==> config.mk <==
export PLATFORM = sky130hd
export DESIGN_NAME = mem_arb
export DESIGN_NICKNAME = d
export VERILOG_FILES = /design/src/rtl/mem_arb.sv
export SDC_FILE = /design/constraint.sdc
export NUM_CORES = 1
export LEC_CHECK = 0
export ABC_CLOCK_PERIOD_IN_PS = 3700
export BUFFER_PORTS_ARGS = -buffer_cell sky130_fd_sc_hd__buf_2
export CORE_AREA = 2 2 122 124
export CTS_CLUSTER_DIAMETER = 200
export CTS_CLUSTER_SIZE = 24
export DETAILED_ROUTE_END_ITERATION = 16
export DIE_AREA = 0 0 124 126
export GPL_TIMING_DRIVEN = 0
export PLACE_DENSITY = 0.38
export SLEW_MARGIN = 40
export SYNTH_ARGS = -nofsm -noshare
export SYNTH_HDL_FRONTEND = slang
export SYNTH_SLANG_ARGS = --single-unit
==> constraint.sdc <==
create_clock -name clock -period 3.7 [get_ports clock]
set_input_delay 0.74 -clock clock [delete_from_list [all_inputs] [get_ports clock]]
set_output_delay 0.74 -clock clock [all_outputs]
set_load 0.02 [all_outputs]
==> src/rtl/mem_arb.sv <==
// mem_arb: three-way arbiter in front of a single-port synchronous RAM.
//
// Requesters: host loader (always highest priority), CPU data port (d) and
// instruction fetch port (if, read-only). Only IDLE accepts a request; the grant
// is combinational in the same cycle and the winner's address/data/mask go
// straight to the RAM. A write finishes in its grant cycle. A read moves to RESP,
// where the owner's rvalid is raised for one cycle with rsp_rdata = ram_rdata.
//
// Optional feature: MEM_ARB_RR_EN. When defined, d and if share the lower
// priority slot round-robin (the last granted of the two loses a tie). When
// undefined, d always beats if. The host stays highest in both builds.
//
// Ports:
//   clock, reset                           single clock, synchronous active-high reset
//   host_req/we/addr/wdata/wbmask          host loader request
//   d_req/we/addr/wdata/wbmask             CPU data request
//   if_req/if_addr                         instruction fetch request
//   host_gnt, d_gnt, if_gnt                request accepted this cycle
//   host_rvalid, d_rvalid, if_rvalid       read data valid (one-hot or zero)
//   rsp_rdata                              shared read data, zero when no rvalid
//   ram_wen/wbmask/addr/wdata, ram_rdata   RAM port, read data one cycle after addr
module mem_arb #(
    parameter int unsigned ADDR_W = 32,
    parameter int unsigned DATA_W = 32
) (
    input  logic              clock,
    input  logic              reset,
    input  logic              host_req,
    input  logic              host_we,
    input  logic [ADDR_W-1:0] host_addr,
    input  logic [DATA_W-1:0] host_wdata,
    input  logic [3:0]        host_wbmask,
    input  logic              d_req,
    input  logic              d_we,
    input  logic [ADDR_W-1:0] d_addr,
    input  logic [DATA_W-1:0] d_wdata,
    input  logic [3:0]        d_wbmask,
    input  logic              if_req,
    input  logic [ADDR_W-1:0] if_addr,
    output logic              host_gnt,
    output logic              d_gnt,
    output logic              if_gnt,
    output logic              host_rvalid,
    output logic              d_rvalid,
    output logic              if_rvalid,
    output logic [DATA_W-1:0] rsp_rdata,
    output logic              ram_wen,
    output logic [3:0]        ram_wbmask,
    output logic [ADDR_W-1:0] ram_addr,
    output logic [DATA_W-1:0] ram_wdata,
    input  logic [DATA_W-1:0] ram_rdata
);

    typedef enum logic {StIdle, StResp} state_e;
    typedef enum logic [1:0] {OwnNone, OwnHost, OwnD, OwnIf} owner_e;

    state_e state_q, state_d;
    owner_e owner_q, owner_d;
    logic   pick_d;

`ifdef MEM_ARB_RR_EN
    // Set when d won the most recent d/if grant, so if wins the next tie.
    logic last_d_q, last_d_d;
`endif

    always_comb begin
        state_d     = state_q;
        owner_d     = owner_q;
        host_gnt    = 1'b0;
        d_gnt       = 1'b0;
        if_gnt      = 1'b0;
        host_rvalid = 1'b0;
        d_rvalid    = 1'b0;
        if_rvalid   = 1'b0;
        rsp_rdata   = '0;
        ram_wen     = 1'b0;
        ram_wbmask  = '0;
        ram_addr    = '0;
        ram_wdata   = '0;
`ifdef MEM_ARB_RR_EN
        last_d_d    = last_d_q;
        pick_d      = d_req && (!if_req || !last_d_q);
`else
        pick_d      = d_req;
`endif

        // Outputs are forced quiet during reset; that also drops an in-flight response.
        if (!reset) begin
            unique case (state_q)
                StIdle: begin
                    if (host_req) begin
                        host_gnt   = 1'b1;
                        ram_wen    = host_we;
                        ram_wbmask = host_wbmask;
                        ram_addr   = host_addr;
                        ram_wdata  = host_wdata;
                        if (!host_we) begin
                            state_d = StResp;
                            owner_d = OwnHost;
                        end
                    end else if (pick_d) begin
                        d_gnt      = 1'b1;
                        ram_wen    = d_we;
                        ram_wbmask = d_wbmask;
                        ram_addr   = d_addr;
                        ram_wdata  = d_wdata;
`ifdef MEM_ARB_RR_EN
                        last_d_d   = 1'b1;
`endif
                        if (!d_we) begin
                            state_d = StResp;
                            owner_d = OwnD;
                        end
                    end else if (if_req) begin
                        if_gnt   = 1'b1;
                        ram_addr = if_addr;
`ifdef MEM_ARB_RR_EN
                        last_d_d = 1'b0;
`endif
                        state_d  = StResp;
                        owner_d  = OwnIf;
                    end
                end
                StResp: begin
                    rsp_rdata = ram_rdata;
                    unique case (owner_q)
                        OwnHost: host_rvalid = 1'b1;
                        OwnD:    d_rvalid    = 1'b1;
                        OwnIf:   if_rvalid   = 1'b1;
                        default: rsp_rdata   = '0;
                    endcase
                    state_d = StIdle;
                    owner_d = OwnNone;
                end
                default: state_d = StIdle;
            endcase
        end
    end

    always_ff @(posedge clock) begin
        if (reset) begin
            state_q  <= StIdle;
            owner_q  <= OwnNone;
`ifdef MEM_ARB_RR_EN
            last_d_q <= 1'b0;
`endif
        end else begin
            state_q  <= state_d;
            owner_q  <= owner_d;
`ifdef MEM_ARB_RR_EN
            last_d_q <= last_d_d;
`endif
        end
    end

endmodule

# Word-level counts from Yosys, hierarchy flattened
# Index checks and enable logic that the tools add are counted.
[op_classes]
n_eq_ne = 6
muxes = 52
bitwise_logic = 1
n_reduce_logical = 2
[op_table]
columns = ["cell", "n"]
rows = [
  ["$mux 32", 12],
  ["$mux 1", 29],
  ["$mux 4", 4],
  ["$mux 2", 5],
  ["$ne 4x4->1 const B", 2],
  ["$eq 2x2->1 const B", 2],
  ["$pmux 2 s2", 1],
  ["$ne 3x3->1 const B", 1],
  ["$reduce_and 3->1", 1],
  ["$reduce_or 3->1", 1],
  ["$eq 2x1->1 const B", 1],
  ["$pmux 1 s2", 1],
  ["$not 1->1", 1],
]
[word_totals]
register_bits = 3
in_bits = 207
out_inout_bits = 107
elab_cells = 63

# Longest topological paths before layout
# Gate-level depths: netlist of the first run.
[depth]
ltp_word = 5
ltp_mapped = 5
ltp_nobuf = 3

# Worst setup path before layout of the first run
# Ideal clock, no wire load.
[synth_timing]
path_kind = "input to output"
from = "in if_req"
to = "out ram_addr[22]"
arrival_ps = 1735
t_required_ps = 2960
path_slack_ps = 1225
stages = 5
n_path_buf = 2
cell_sequence = "nor2b_1 > buf_4 > nor3b_4 > buf_6 > a221o_1"
[synth_via]
elab_chain_len = 5
[synth_rtl]
columns = ["item", "line_no", "rtl"]
rows = [
  ["from (decl)", "38", "input logic if_req,"],
  ["$mux 32", "114", "end else if (if_req) begin"],
  ["$mux 32", "101", "end else if (pick_d) begin"],
  ["$mux 32", "91", "if (host_req) begin"],
  ["$mux 32", "89", "unique case (state_q)"],
  ["$mux 32", "88", "if (!reset) begin"],
  ["to (decl)", "49", "output logic [ADDR_W-1:0] ram_addr,"],
]
# Every way passes these cells.

# Worst setup path in the final report of the first run
[layout_timing]
from = "in host_req"
to = "out ram_addr[24]"
[layout_via]
elab_chain_len = 3
[layout_rtl]
columns = ["item", "line_no", "rtl"]
rows = [
  ["from (decl)", "28", "input logic host_req,"],
  ["$mux 32", "91", ""],
  ["$mux 32", "89", ""],
  ["$mux 32", "88", ""],
]
# Every way passes these cells.

==> results of run 1 <==
[cell usage in the layout (no fill, tap or decap), types with 2 or more instances in the layout]
cell / Yosys / final
buf_2: 5 / 318
and2_1: 57 / 57
a22o_1: 36 / 36
a221o_1: 23 / 23
buf_6: 10 / 10
nor2b_1: 10 / 10
a221oi_1: 9 / 9
nor3_1: 9 / 9
clkbuf_1: 6 / 7
nor2_1: 3 / 3
and3_1: 3 / 3
clkbuf_16: 0 / 3
dfxtp_1: 3 / 3
inv_1: 2 / 2
a21oi_1: 2 / 2
[power by group]
part / switching (mW) / internal (mW) / leakage (nW)
sequential: 0.00207 / 0.0351 / 0.0248
clock: 0.0306 / 0.142 / 0.0382
combinational: 0.199 / 0.181 / 1.96
total: 0.232 / 0.358 / 2.03
[through the flow]
stage	worst slack [ps]	utilization, %	std cells
6_report	663	23.5	692
5_1_grt	432	23.5	692
4_1_cts	544	23.5	692
3_5_place_dp	543	22.9	688
3_3_place_gp	601	22.9	688
2_1_floorplan	1230	-	191
[routing by layer]
| layer | track usage [%] | up-vias | wire length (µm) |
|---|---|---|---|
| met4 | 1.52 | 0 | 74 |
| met3 | 1.54 | 8 | 969 |
| met2 | 22.3 | 159 | 5410 |
| li1 | - | 1376 | - |
| met5 | 0 | - | 0 |
| met1 | 13.6 | 1311 | 4090 |
[path summary, 6_finish.rpt]
check                           cells after the start  slack [ps]      endpoint       start
worst max register to register                      3        2550       state_q     state_q
worst max-delay path                                6         660  ram_addr[24]    host_req
worst min-delay path                                2         520    owner_q[1]  owner_q[1]
worst min register to register                      2         520    owner_q[1]  owner_q[1]
[cell type report]
class                   count  area, µm²
plain buffers              23        173
flip-flops and latches      3       60.1
fillers                  1626      11000
well taps                 184        230
repair buffers            313       1570
inverters                   2       7.51
multi-input cells         163       1240
clock buffers               4       78.8
[cell usage after synthesis, drive strengths merged]
master  count
buf        16
and3        3
mux2i       1
a21boi      1
nand2       1
a221o      23
nor3        9
inv         2
clkbuf      7
and2b       1
a311oi      1
a221oi      9
dfxtp       3
nor3b       2
or3         1
and2       57
nor2        3
a22o       36
a21oi       2
nor2b      10
nand2b      1
or2         1
nor4b       1
[logic make-up after synthesis]
kind of cell,count (synthesis),synth area share (%)
AOI/OAI and AO/OA,72,44.2
and+or+nand+nor,90,38.9
muxes,1,0.676
buffers and inverters,25,12.2
DFF,3,4.05
[sequential cells by signal (all words and copies together) (netlist names)]
name and cells:
state_q 1, owner_q 2
[worst reg2reg max path: stages, from the launching register on]
cell and delay [ps]:
dfxtp_1 390, or2_4 190, clkbuf_1 370, a21oi_1 70
==> flow_summary.yaml, run 1 <==
critical_path:
  path_common_cell: "buf_2"
  arrival_ps: 2300
  required_ps: 2960
  endpoint_kind: "primary output"
  crit_fanout: 10
  startpoint_type: "input pin"
  crit_path_top_delay_cell: "nor4b_4"
  path_cells: "buf_2, nor4b_4, buf_2, and2_1, a221o_1, buf_2"
  path_buf_inv: 3
  slowest_delay_ps: 570
  path_delay_family: "simple AND/OR/NAND/NOR gates"
  worstSetupPathType: "input pin to primary output"
clocking:
  hold_buffers: 0
  root_buffer: "clkbuf_16"
  numCtsBuffers: 3
  clkTransAtPathRegs_ps: 30
  clock_sinks: 3
  ctsHtreeMaxLevel: 1
  clk_latency_ps: 220
  clk_path_buf_depth: 2
  cts_tree: "done"
  post_cts_resized: 0
  post_cts_buffers: 0
floorplan:
  core_um2: 14300
  dieArea_um2: 15600
  rows: 44
  die_w_um: 124
  chipHeight_um: 126
  initial_core_util_pct: 10.3
  ioPinCount: 314
synth:
  yosys_register_bits: 3
  yosysTopAreaCell: "and2_1"
  synth.cell_area_um2: 1480
  synth.avg_cell_area_um2: 7.76
  yosysSeqAreaShare_pct: 4.05
  synth_top_cell_area_share_pct: 24.1
  syn-num-nets: 398
  ys_types: 27
  synth_warnings: 0
  synthTopCellsByArea: "and2_1, a22o_1, a221o_1"
  syn-instance-count: 191
drt:
  vias: 2854
  via_per_inst: 4.12
  dr.pass1.iters: 4
  wire_per_inst_um: 15.2
  drt_iter0_markers: 63
  routed_wl_mm: 10.5
  ant_nets: 0
  drc: 0
status:
  status: "complete, no violations"
cells_and_area:
  final_area_um2: 3360
  drive_above_1_share_pct: 66.3
  final_nets: 716
  insertedDiodeCount: 0
  areaGrowthSynthToFinish_pct: 127
worst_hold_path:
  worstHoldPathType: "flop to flop"
timing:
  slew_headroom_pct: 60.8
  rsz0062_at_grt: "no"
  worst_pin_slew_ps: 585
  hold_violations: 0
  finalClockSkew_ps: 0.166
  period_needed_ps: 3040
  setup_viol: 0
  fin_tns_setup_ps: 0
  hold-worst-slack_ps: 515
  max_freq_mhz: 329
  drv_slew: 0
  post-route-period-util_pct: 82.1
place:
  dpl.hpwl_mm: 9.15
  place.gp.congestion: 0.819
  io_buffer_count: 313
  dpl_cell_area_um2: 3280
global_route:
  antenna_found_initial: 0
  grt_max_degree: 11
  grt_overflow: 0
  grt_pass1_wl_mm: 14.3
  gr-usage-all-layers_pct: 11.6
  grt_pass1_vias: 2774
job:
  drv_cap: 0
power:
  power_leakage_nw: 2.03
  p_total_mw: 0.591
  powerDensity_nw_per_um2: 176
  peakVddDrop_v: 0.000128
(Power assumes the default switching activity.)
==> run 2: changes to the inputs <==
--- a/config.mk
+++ b/config.mk
@@ -5,13 +5,13 @@
 export SDC_FILE = /design/constraint.sdc
 export NUM_CORES = 1
 export LEC_CHECK = 0
-export ABC_CLOCK_PERIOD_IN_PS = 3700
+export ABC_CLOCK_PERIOD_IN_PS = 2900
 export BUFFER_PORTS_ARGS = -buffer_cell sky130_fd_sc_hd__buf_2
-export CORE_AREA = 2 2 122 124
+export CORE_AREA = 2 2 123 125
 export CTS_CLUSTER_DIAMETER = 200
 export CTS_CLUSTER_SIZE = 24
 export DETAILED_ROUTE_END_ITERATION = 16
-export DIE_AREA = 0 0 124 126
+export DIE_AREA = 0 0 125 127
 export GPL_TIMING_DRIVEN = 0
 export PLACE_DENSITY = 0.38
 export SLEW_MARGIN = 40
==> constraint.sdc (replaced) <==
create_clock -name clock -period 2.9 [get_ports clock]
set_input_delay 0.58 -clock clock [delete_from_list [all_inputs] [get_ports clock]]
set_output_delay 0.58 -clock clock [all_outputs]
set_load 0.02 [all_outputs]
==> run 2 against run 1 <==
  * Via count down 1.6%
  * Cell area unchanged
  * Critical path depth unchanged
  * Largest power group unchanged
  * First-iteration DRC count up 6.3%
  * Largest cell class unchanged
  * Register-to-register slack got worse by 850 ps
  * Critical path type unchanged
  * Clock power rose by 27%
==> flow_summary.yaml, run 2 (synthesis gave the netlist of run 1 again) <==
status:
  status: "complete, no violations"
critical_path:
  reg2reg_depth: 3
  reg2reg_to: "state_q"
  required_ps: 2320
  endpoint_kind: "primary output"
  crit_fanout: 10
  r2r_start: "state_q"
  arrival_ps: 2000
  worstSetupPathType: "input pin to primary output"
  rrSetupSlack_ps: 1700
  startpoint_type: "input pin"
floorplan:
  rows: 44
  initial_core_util_pct: 10.3
  ioPinCount: 314
  core_um2: 14400
  die_w_um: 125
  dieArea_um2: 15900
  chipHeight_um: 127
clocking:
  cts_tree: "done"
  hold_buffers: 0
  clk_latency_ps: 230
  root_buffer: "clkbuf_16"
  numCtsBuffers: 3
  clock_sinks: 3
  clk_path_buf_depth: 2
  ctsHtreeMaxLevel: 1
  post_cts_resized: 0
  clkTransAtPathRegs_ps: 30
  post_cts_buffers: 0
timing:
  max_freq_mhz: 388
  fin_tns_setup_ps: 0
  finalClockSkew_ps: 3.30
  setup_viol: 0
  worst_pin_slew_ps: 502
  slew_headroom_pct: 66.4
  rsz0062_at_grt: "no"
  hold_violations: 0
  period_needed_ps: 2580
  post-route-period-util_pct: 88.9
  hold-worst-slack_ps: 516
  drv_slew: 0
drt:
  routed_wl_mm: 9.46
  drt_iter0_markers: 67
  dr.pass1.iters: 4
  drc: 0
  via_per_inst: 4.06
  wire_per_inst_um: 13.7
  ant_nets: 0
  vias: 2807
place:
  place.gp.congestion: 0.905
  dpl_cell_area_um2: 3280
  dp_cells: 688
  dpl.hpwl_mm: 8.29
  io_buffer_count: 313
cells_and_area:
  layout_common_cells: "buf_2, and2_1, a22o_1"
  largest_reg_flops: 2
  top_regs: "owner_q: 2 flops, state_q: 1 flops"
  insertedDiodeCount: 0
  final_area_um2: 3360
  drive_above_1_share_pct: 66.3
  areaGrowthSynthToFinish_pct: 127
  final_nets: 716
  final_common_cell: "buf_2"
  fin_cells: 692
  top_register: "owner_q"
global_route:
  antenna_found_initial: 0
  gr-usage-all-layers_pct: 10.5
  grt_pass1_wl_mm: 13.8
  grt_pass1_vias: 2696
  grt_overflow: 0
  grt_max_degree: 11
worst_hold_path:
  worstHoldPathType: "flop to flop"
  worstHoldEndpoint: "owner_q[1]"
  hold_path_depth: 2
  hold_start: "owner_q[1]"
power:
  power_leakage_nw: 2.03
  powerDensity_nw_per_um2: 221
  peakVddDrop_v: 0.000187
  p_total_mw: 0.743
job:
  drv_cap: 0
## run 2: metrics by stage
step	worst slack [ps]	utilization, %
after floorplan	745	-
after global placement	253	22.7
after detailed placement	219	22.7
after CTS	222	23.3
after global routing	139	23.3
final	320	23.3
## run 2: layout make-up
cell class,count,area [µm²]
plain buffers,23,173
clock buffers,4,78.8
fillers,1631,11100
inverters,2,7.51
multi-input cells,163,1240
flip-flops and latches,3,60.1
well taps,184,230
repair buffers,313,1570
## run 2: critical path: stages
cell,delay [ps]
buf_2,160
nor4b_4,510
buf_2,300
and2_1,170
a221o_1,110
buf_2,160
## run 2: how the worst max path moves through the flow
stage / start / endpoint / slack (ps) / depth (start not counted)
5_1_grt: host_req / ram_addr[30] / 140 / 6
4_1_cts: host_req / ram_addr[30] / 220 / 6
2_1_floorplan: if_req / ram_addr[22] / 750 / 5
6_report: host_req / ram_addr[30] / 320 / 6
3_5_place_dp: host_req / ram_addr[30] / 220 / 6
3_3_place_gp: host_req / ram_addr[30] / 250 / 6
## run 2: routing by layer
layer	vias up	GRT usage [%]	part of all wire, %
li1	1378	-	-
met1	1237	11.3	37
met2	185	21.3	53
met3	7	2.14	9.1
met4	0	1.44	0.85
met5	-	0	0
## run 2: where the power goes
part	switching (mW)	internal, mW	total, mW	leakage, nW
registers	0.00274	0.0449	0.0476	0.0248
clock network	0.0386	0.181	0.220	0.0382
logic	0.245	0.231	0.476	1.96
total	0.286	0.457	0.743	2.03
